<file path="src/rtl/mem_port_arbiter_if.sv">
// Request/grant, read-return and RAM-pin bundle shared by the CPU port, the VGA fetch port and the RAM.
// The master side is the requesters plus the RAM; the slave side is the arbiter.
interface mem_port_arbiter_if #(
    parameter int ADDR_W = 16,
    parameter int DATA_W = 16
);
    logic              cpu_req;
    logic              cpu_we;
    logic [ADDR_W-1:0] cpu_addr;
    logic [DATA_W-1:0] cpu_wdata;
    logic              cpu_gnt;
    logic              cpu_rvalid;
    logic [DATA_W-1:0] cpu_rdata;

    logic              vga_req;
    logic [ADDR_W-1:0] vga_addr;
    logic              vga_gnt;
    logic              vga_rvalid;
    logic [DATA_W-1:0] vga_rdata;

    logic [ADDR_W-1:0] ram_addr;
    logic              ram_we;
    logic [DATA_W-1:0] ram_wdata;
    logic [DATA_W-1:0] ram_rdata;

    logic [1:0]        owner;

    modport master (
        output cpu_req, cpu_we, cpu_addr, cpu_wdata,
        input  cpu_gnt, cpu_rvalid, cpu_rdata,
        output vga_req, vga_addr,
        input  vga_gnt, vga_rvalid, vga_rdata,
        input  ram_addr, ram_we, ram_wdata,
        output ram_rdata,
        input  owner
    );

    modport slave (
        input  cpu_req, cpu_we, cpu_addr, cpu_wdata,
        output cpu_gnt, cpu_rvalid, cpu_rdata,
        input  vga_req, vga_addr,
        output vga_gnt, vga_rvalid, vga_rdata,
        output ram_addr, ram_we, ram_wdata,
        input  ram_rdata,
        output owner
    );
endinterface

</file>
<file path="src/rtl/mem_port_arbiter.sv">
// Single-port RAM arbiter: VGA fetch has priority up to a burst limit, and the CPU wait is bounded.
// Grants are combinational; read data returns one cycle after the grant alongside a 1-cycle rvalid pulse.
module mem_port_arbiter #(
    parameter int ADDR_W       = 16,
    parameter int DATA_W       = 16,
    parameter int VGA_BURST    = 4,
    parameter int CPU_MAX_WAIT = 8
) (
    input  logic                clk,
    input  logic                reset,
    mem_port_arbiter_if.slave   bus
);
    localparam int RUN_W  = $clog2(VGA_BURST + 1);
    localparam int WAIT_W = $clog2(CPU_MAX_WAIT + 1);
    localparam logic [RUN_W-1:0]  RUN_MAX  = RUN_W'(VGA_BURST);
    localparam logic [WAIT_W-1:0] WAIT_MAX = WAIT_W'(CPU_MAX_WAIT);

    typedef enum logic [1:0] {
        OWN_IDLE = 2'b00,
        OWN_CPU  = 2'b01,
        OWN_VGA  = 2'b10
    } owner_e;

    owner_e            owner_q, owner_d;
    logic [RUN_W-1:0]  vga_run_q, vga_run_d;
    logic [WAIT_W-1:0] cpu_wait_q, cpu_wait_d;
    logic              cpu_rvalid_q, cpu_rvalid_d;
    logic              vga_rvalid_q, vga_rvalid_d;

    logic              cpu_gnt_c;
    logic              vga_gnt_c;
    logic              force_cpu;

    // State register
    always_ff @(posedge clk) begin
        if (reset) begin
            owner_q      <= OWN_IDLE;
            vga_run_q    <= '0;
            cpu_wait_q   <= '0;
            cpu_rvalid_q <= 1'b0;
            vga_rvalid_q <= 1'b0;
        end else begin
            owner_q      <= owner_d;
            vga_run_q    <= vga_run_d;
            cpu_wait_q   <= cpu_wait_d;
            cpu_rvalid_q <= cpu_rvalid_d;
            vga_rvalid_q <= vga_rvalid_d;
        end
    end

    // Next state: owner follows this cycle's grant; counters saturate at their limits
    always_comb begin
        owner_d      = OWN_IDLE;
        vga_run_d    = '0;
        cpu_wait_d   = '0;
        cpu_rvalid_d = cpu_gnt_c & ~bus.cpu_we;
        vga_rvalid_d = vga_gnt_c;

        if (cpu_gnt_c) begin
            owner_d = OWN_CPU;
        end else if (vga_gnt_c) begin
            owner_d = OWN_VGA;
        end

        if (vga_gnt_c) begin
            vga_run_d = (vga_run_q == RUN_MAX) ? vga_run_q : vga_run_q + 1'b1;
        end

        if (bus.cpu_req && !cpu_gnt_c) begin
            cpu_wait_d = (cpu_wait_q == WAIT_MAX) ? cpu_wait_q : cpu_wait_q + 1'b1;
        end
    end

    // Outputs: grant decision and RAM pin muxing; reset blocks grants and hides stale rvalid
    always_comb begin
        force_cpu = (vga_run_q == RUN_MAX) || (cpu_wait_q == WAIT_MAX);
        cpu_gnt_c = 1'b0;
        vga_gnt_c = 1'b0;

        if (!reset) begin
            if (bus.cpu_req && (!bus.vga_req || force_cpu)) begin
                cpu_gnt_c = 1'b1;
            end else if (bus.vga_req) begin
                vga_gnt_c = 1'b1;
            end
        end

        bus.cpu_gnt    = cpu_gnt_c;
        bus.vga_gnt    = vga_gnt_c;
        bus.cpu_rvalid = cpu_rvalid_q & ~reset;
        bus.vga_rvalid = vga_rvalid_q & ~reset;
        bus.cpu_rdata  = bus.ram_rdata;
        bus.vga_rdata  = bus.ram_rdata;
        bus.ram_we     = cpu_gnt_c & bus.cpu_we;
        bus.ram_wdata  = bus.cpu_wdata;
        bus.owner      = reset ? OWN_IDLE : owner_q;

        if (cpu_gnt_c) begin
            bus.ram_addr = bus.cpu_addr;
        end else if (vga_gnt_c) begin
            bus.ram_addr = bus.vga_addr;
        end else begin
            bus.ram_addr = '0;
        end
    end
endmodule

</file>
<file path="src/flat_wrapper.sv">
// flat-port wrapper written by rule: the top's interface ports become plain ports
module mem_port_arbiter_flat 
#(
    parameter int ADDR_W       = 16,
    parameter int DATA_W       = 16,
    parameter int VGA_BURST    = 4,
    parameter int CPU_MAX_WAIT = 8
)
  (clk, reset, bus_cpu_req, bus_cpu_we, bus_cpu_addr, bus_cpu_wdata, bus_cpu_gnt, bus_cpu_rvalid, bus_cpu_rdata, bus_vga_req, bus_vga_addr, bus_vga_gnt, bus_vga_rvalid, bus_vga_rdata, bus_ram_addr, bus_ram_we, bus_ram_wdata, bus_ram_rdata, bus_owner);
  mem_port_arbiter_if #(.ADDR_W(ADDR_W), .DATA_W(DATA_W)) bus_i ();
  input  logic clk;
  input  logic reset;
  input wire logic [$bits(bus_i.cpu_req)-1:0] bus_cpu_req;
  input wire logic [$bits(bus_i.cpu_we)-1:0] bus_cpu_we;
  input wire logic [$bits(bus_i.cpu_addr)-1:0] bus_cpu_addr;
  input wire logic [$bits(bus_i.cpu_wdata)-1:0] bus_cpu_wdata;
  output wire logic [$bits(bus_i.cpu_gnt)-1:0] bus_cpu_gnt;
  output wire logic [$bits(bus_i.cpu_rvalid)-1:0] bus_cpu_rvalid;
  output wire logic [$bits(bus_i.cpu_rdata)-1:0] bus_cpu_rdata;
  input wire logic [$bits(bus_i.vga_req)-1:0] bus_vga_req;
  input wire logic [$bits(bus_i.vga_addr)-1:0] bus_vga_addr;
  output wire logic [$bits(bus_i.vga_gnt)-1:0] bus_vga_gnt;
  output wire logic [$bits(bus_i.vga_rvalid)-1:0] bus_vga_rvalid;
  output wire logic [$bits(bus_i.vga_rdata)-1:0] bus_vga_rdata;
  output wire logic [$bits(bus_i.ram_addr)-1:0] bus_ram_addr;
  output wire logic [$bits(bus_i.ram_we)-1:0] bus_ram_we;
  output wire logic [$bits(bus_i.ram_wdata)-1:0] bus_ram_wdata;
  input wire logic [$bits(bus_i.ram_rdata)-1:0] bus_ram_rdata;
  output wire logic [$bits(bus_i.owner)-1:0] bus_owner;
  assign bus_i.cpu_req = bus_cpu_req;
  assign bus_i.cpu_we = bus_cpu_we;
  assign bus_i.cpu_addr = bus_cpu_addr;
  assign bus_i.cpu_wdata = bus_cpu_wdata;
  assign bus_cpu_gnt = bus_i.cpu_gnt;
  assign bus_cpu_rvalid = bus_i.cpu_rvalid;
  assign bus_cpu_rdata = bus_i.cpu_rdata;
  assign bus_i.vga_req = bus_vga_req;
  assign bus_i.vga_addr = bus_vga_addr;
  assign bus_vga_gnt = bus_i.vga_gnt;
  assign bus_vga_rvalid = bus_i.vga_rvalid;
  assign bus_vga_rdata = bus_i.vga_rdata;
  assign bus_ram_addr = bus_i.ram_addr;
  assign bus_ram_we = bus_i.ram_we;
  assign bus_ram_wdata = bus_i.ram_wdata;
  assign bus_i.ram_rdata = bus_ram_rdata;
  assign bus_owner = bus_i.owner;
  mem_port_arbiter #(.ADDR_W(ADDR_W), .DATA_W(DATA_W), .VGA_BURST(VGA_BURST), .CPU_MAX_WAIT(CPU_MAX_WAIT)) u_core (.clk(clk), .reset(reset), .bus(bus_i));
endmodule
</file>
<file path="config.mk">
export PLATFORM = sky130hd
export DESIGN_NAME = mem_port_arbiter_flat
export DESIGN_NICKNAME = d
export VERILOG_FILES = /design/src/rtl/mem_port_arbiter_if.sv /design/src/rtl/mem_port_arbiter.sv /design/src/flat_wrapper.sv
export SDC_FILE = /design/constraint.sdc
export NUM_CORES = 1
export LEC_CHECK = 0
export BUFFER_PORTS_ARGS = -buffer_cell sky130_fd_sc_hd__buf_2
export CORE_ASPECT_RATIO = 0.9
export CORE_MARGIN = 2
export CORE_UTILIZATION = 31
export CTS_CLUSTER_DIAMETER = 200
export CTS_CLUSTER_SIZE = 24
export DETAILED_ROUTE_END_ITERATION = 10
export HOLD_SLACK_MARGIN = 0.06
export PLACE_DENSITY = 0.77
export RECOVER_POWER = 25
export SLEW_MARGIN = 20
export SYNTH_ARGS = -nofsm -noshare
export SYNTH_HDL_FRONTEND = slang
export SYNTH_SLANG_ARGS = --single-unit
</file>
<file path="constraint.sdc">
create_clock -name clk -period 1.4 [get_ports clk]
set_clock_uncertainty 0.05 [all_clocks]
set_input_delay 0.21 -clock clk [delete_from_list [all_inputs] [get_ports clk]]
set_output_delay 0.21 -clock clk [all_outputs]
set_load 0.02 [all_outputs]
</file>
* Yosys cells after proc, flatten, opt, wreduce, memory -nomap -nowiden *
Cells that the tools add are included.
Widths: inputs -> output; s select.

word-level totals
  flip-flop bits (word level) = 11
  bits of input ports = 69
  output and inout bits = 71
  word-level logic and storage cells = 37

operators by class
  add/subtract/negate cells = 2
  eq/ne operators = 2
  mux-type cells = 10
  bitwise operators = 8
  reductions and logical operators = 9

operators with widths
  cell                 number
  $mux 16              2
  $mux 1               6
  $reduce_or 2->1      3
  $add 4x1->4 const B  1
  $and 1x1->1          4
  $eq 4x4->1 const B   1
  $mux 2               2
  $not 1->1            4
  $add 3x1->3 const B  1
  $eq 3x3->1 const B   1
  $logic_and 1x1->1    2
  $logic_not 1->1      2
  $logic_or 1x1->1     2

* Longest topological paths before layout *
  depth in word-level cells = 10
  gate-level depth with buffers = 6

* Least setup slack after synthesis *
OpenSTA, ideal clock, no wires.

  path type = reg-to-output
  start point = reg u_core.cpu_wait_q[0]
  end point = out bus_ram_addr[10]
  data arrival time = 1,560 ps
  slack = -420 ps
  stages on the path, launching flop included = 7
  buffers on the path = 1
  cells stage by stage = dfxtp_1 inv_1 ha_1 nand3b_4 a31oi_4 buf_6 mux2i_1

on the way
  longest elaborated chain between the ends = 8
  elaborated cells on any way between the ends = 10
  those cells by class = eq/ne (1); mux (6); reduce/logical (3)

RTL lines
  element                 line                     RTL
  from (decl)             mem_port_arbiter.sv:26   logic [WAIT_W-1:0] cpu_wait_q, cpu_wait_d;
  from (signal assigned)  mem_port_arbiter.sv:45   cpu_wait_q <= cpu_wait_d;
  $eq 4x4->1 *            mem_port_arbiter.sv:76   force_cpu = (vga_run_q == RUN_MAX) || (cpu_wait_q == WAIT_MAX);
  $logic_or 1x1->1 *      mem_port_arbiter.sv:76
  $logic_or 1x1->1 *      mem_port_arbiter.sv:81   if (bus.cpu_req && (!bus.vga_req || force_cpu)) begin
  $logic_and 1x1->1 *     mem_port_arbiter.sv:81
  $mux 1                  mem_port_arbiter.sv:81
  $mux 1                  mem_port_arbiter.sv:80   if (!reset) begin
  $mux 16                 mem_port_arbiter.sv:100  end else if (vga_gnt_c) begin
  $mux 16 *               mem_port_arbiter.sv:98   if (cpu_gnt_c) begin
  to (decl)               flat_wrapper.sv:25       output wire logic [$bits(bus_i.ram_addr)-1:0] bus_ram_addr;

Mark *: on every way between the ends. The rest lies on a longest branch, timed or not.

* Worst setup path in the final report *
  start point = reg u_core.vga_run_q[1]
  end point = out bus_ram_addr[11]

on the way
  longest elaborated chain between the ends = 8
  elaborated cells on any way between the ends = 10
  those cells by class = eq/ne (1); mux (6); reduce/logical (3)

RTL lines
  element                 line                     RTL
  from (decl)             mem_port_arbiter.sv:25   logic [RUN_W-1:0] vga_run_q, vga_run_d;
  from (signal assigned)  mem_port_arbiter.sv:44   vga_run_q <= vga_run_d;
  $eq 3x3->1 *            mem_port_arbiter.sv:76
  $logic_or 1x1->1 *      mem_port_arbiter.sv:76
  $logic_or 1x1->1 *      mem_port_arbiter.sv:81
  $logic_and 1x1->1 *     mem_port_arbiter.sv:81
  $mux 1                  mem_port_arbiter.sv:81
  $mux 1                  mem_port_arbiter.sv:80
  $mux 16                 mem_port_arbiter.sv:100
  $mux 16 *               mem_port_arbiter.sv:98

Marks and branches as above.

==> results.yml <==
run_status:
  outcome: "finished, violations left"
  violations: "setup timing"
clock_network:
  post_cts_buffers: 0
  path_clk_slew_ps: 50
  cts-buffers-inserted: 3
  hold_buffers: 0
  clkSinkCount: 11
  clockBufferDepth: 2
  htreeDepth: 1
  cts_root_buf: "clkbuf_8"
  clk_latency_ps: 240
  cts_tree: "yes"
drt:
  wirelength_mm: 2.72
  vias_per_cell: 4.53
  drt_first_iter_violations: 27
  drc: 0
  dr_total_vias: 1050
  final_antenna_net_count: 0
  wl_per_cell_um: 11.7
  drt_pre_antenna_iters: 4
placed_design:
  placed_cell_area_mm2: 0.00159
  dpl.hpwl_mm: 2.15
  gp_congestion: 0.711
  portBuffers: 59
global_routing:
  grt_usage_pct: 11.2
  grt_overflow: 0
  grt_pass1_wl_mm: 4.15
  antenna_found_initial: 0
  grt_pass1_vias: 989
  grt_max_degree: 17
cells_and_area:
  area_growth_pct: 35.5
  final_nets: 258
  utilization_pct: 43.0
  drive_gt1_share_pct: 60.3
  diodes: 0
  fin_area_mm2: 0.00172
die:
  rows: 22
  die_h_um: 64.7
  start_util_pct: 31.8
  die_w_um: 71.4
  core_area_mm2: 0.00399
  num_io_pins: 140
  dieArea_mm2: 0.00462
worst_setup_path:
  worstPathRequired_ps: 1140
  worstSetupStartpointType: "register"
  cp_max_fo: 12
  worst_setup_path_end_kind: "output port"
  path_class: "register to output port"
  arrival_ps: 1660
power_and_ir_drop:
  power_density_mw_per_mm2: 596
  p_leak_nw: 0.762
  vdd_drop_max_mv: 0.218
sta:
  maxSlewViolCount: 0
  tightestPinTransition_ps: 236
  rsz0062_at_grt: "yes"
  setup_violations: 19
  slew_headroom_pct: 84.3
  timing.fmax_ghz: 0.521
  period_needed_ps: 1920
  setup_ws_ps: -519
  fin_crit_sh_pct: 137
  hold_violations: 0
yosys:
  yosys_warnings: 0
  synth_area_mm2: 0.00127
  synth.avg_cell_area_um2: 8.07
  syn-num-nets: 230
  netlist_instances: 157
  synth_seq_cells: 11
  ys_seq_area_share_pct: 17.4
  ys_types: 25
flow_run:
  drv_cap: 0
worst_hold_path:
  hold_class: "input pin to register"
==> final cells by class <==
class	count	area [um^2]
Clock buffer	4	45.0
Fill cell	370	2270
Inverter	5	18.8
Multi-Input combinational cell	87	852
Sequential cell	11	225
Tap cell	48	60.1
Timing Repair Buffer	77	517
==> synthesized netlist by cell type <==
master     n  area, um^2
buf_4     48         360
mux2i_1   18         180
nand2_1   17        63.8
nand2b_1  17         106
dfxtp_1   11         220
nor2_1     7        26.3
nor2b_1    7        43.8
inv_1      5        18.8
ha_1       4        50.1
buf_6      3        33.8
nor3_1     3        15.0
clkbuf_1   2        7.51
xnor2_1    2        17.5
xor2_1     2        17.5
a311oi_1   1        8.76
a311oi_2   1        15.0
a31oi_4    1        21.3
and2_1     1        6.26
buf_2      1        5.00
nand2_2    1        6.26
nand3_1    1        5.00
nand3b_1   1        7.51
nand3b_4   1        20.0
nand4_1    1        6.26
o21ai_0    1        5.00
==> stage by stage <==
step           setup WS [ps]  std cells  total power [mW]  setup TNS (ps)  hold WS [ps]
3_5_place_dp            -292        228             0.688           -4990           334
3_3_place_gp            -268        228             0.681           -4600           328
4_1_cts                 -528        232              1.04           -9460          83.4
2_1_floorplan           -280        157             0.767           -4560           232
5_1_grt                 -574        232              1.08          -10430          84.0
6_report                -519        232              1.02           -9230          89.1
==> repair_timing <==
item / CTS / global route
pin swaps: 1 / 1
gates resized for setup: 25 / 1
endpoints found under the setup margin: 24 / 24
endpoints found under the hold margin: 0 / 0
==> report_power, final <==
group          total [mW]  leakage (nW)  internal, mW  switching [mW]
clock network       0.314        0.0228         0.200           0.115
logic               0.382         0.648         0.199           0.182
registers           0.327        0.0914         0.324         0.00366
total                1.02         0.762         0.722           0.301
==> layer usage <==
metal	vias to the layer above	global-route usage, %	wire length [um]
met3	11	4.98	356
met5	-	0	0
met1	478	10.4	951
li1	508	-	-
met2	53	20.9	1340
met4	0	4.95	72
==> cells by family after synthesis <==
| group | share of synthesized area [%] |
|---|---|
| muxes | 14.2 |
| and+or+nand+nor | 24.2 |
| xor gates and xnor gates | 2.76 |
| buffers and inverters | 33.6 |
| adders and majority gates | 3.95 |
| AOI/OAI and AO/OA | 3.95 |
| DFF | 17.4 |
==> sequential cells by signal, summed over array words and instances (netlist names) <==
register and count:
u_core.cpu_rvalid_q 1, u_core.cpu_wait_q 4, u_core.owner_q 2, u_core.vga_run_q 3, u_core.vga_rvalid_q 1
==> worst paths after layout <==
kind,cells past startpoint,to,startpoint,slack [ps]
hold / removal,2,u_core.cpu_rvalid_q,bus_cpu_we,90
setup reg to reg,7,u_core.vga_run_q[0],u_core.vga_run_q[1],20
hold reg to reg,2,u_core.vga_run_q[2],u_core.vga_run_q[2],550
setup / recovery,7,bus_ram_addr[11],u_core.vga_run_q[1],-520
==> worst max-delay path, cell delays in order, from the launching register on <==
cell and delay (ps):
dfxtp_2 320, inv_2 60, ha_4 140, nand2_4 50, a31oi_4 230, buf_12 230
mux2i_4 260, buf_6 140
==> cell usage in the layout, fill, tap and decap left out, types with 2 or more instances in the layout <==
cell      synthesis  layout
nor3_1            3       3
nand2_1          17      17
xor2_1            2       2
buf_4            48      19
xnor2_1           2       2
mux2i_4           0      14
nor2b_1           7       7
buf_2             1      46
dfxtp_1          11       7
nor2_1            7       6
clkbuf_8          0       3
nand2b_1         17      17
buf_6             3      11
inv_2             0       4
ha_4              0       2
dfxtp_2           0       4
ha_1              4       2
mux2i_1          18       3
Power figures use the tool's default switching activity.
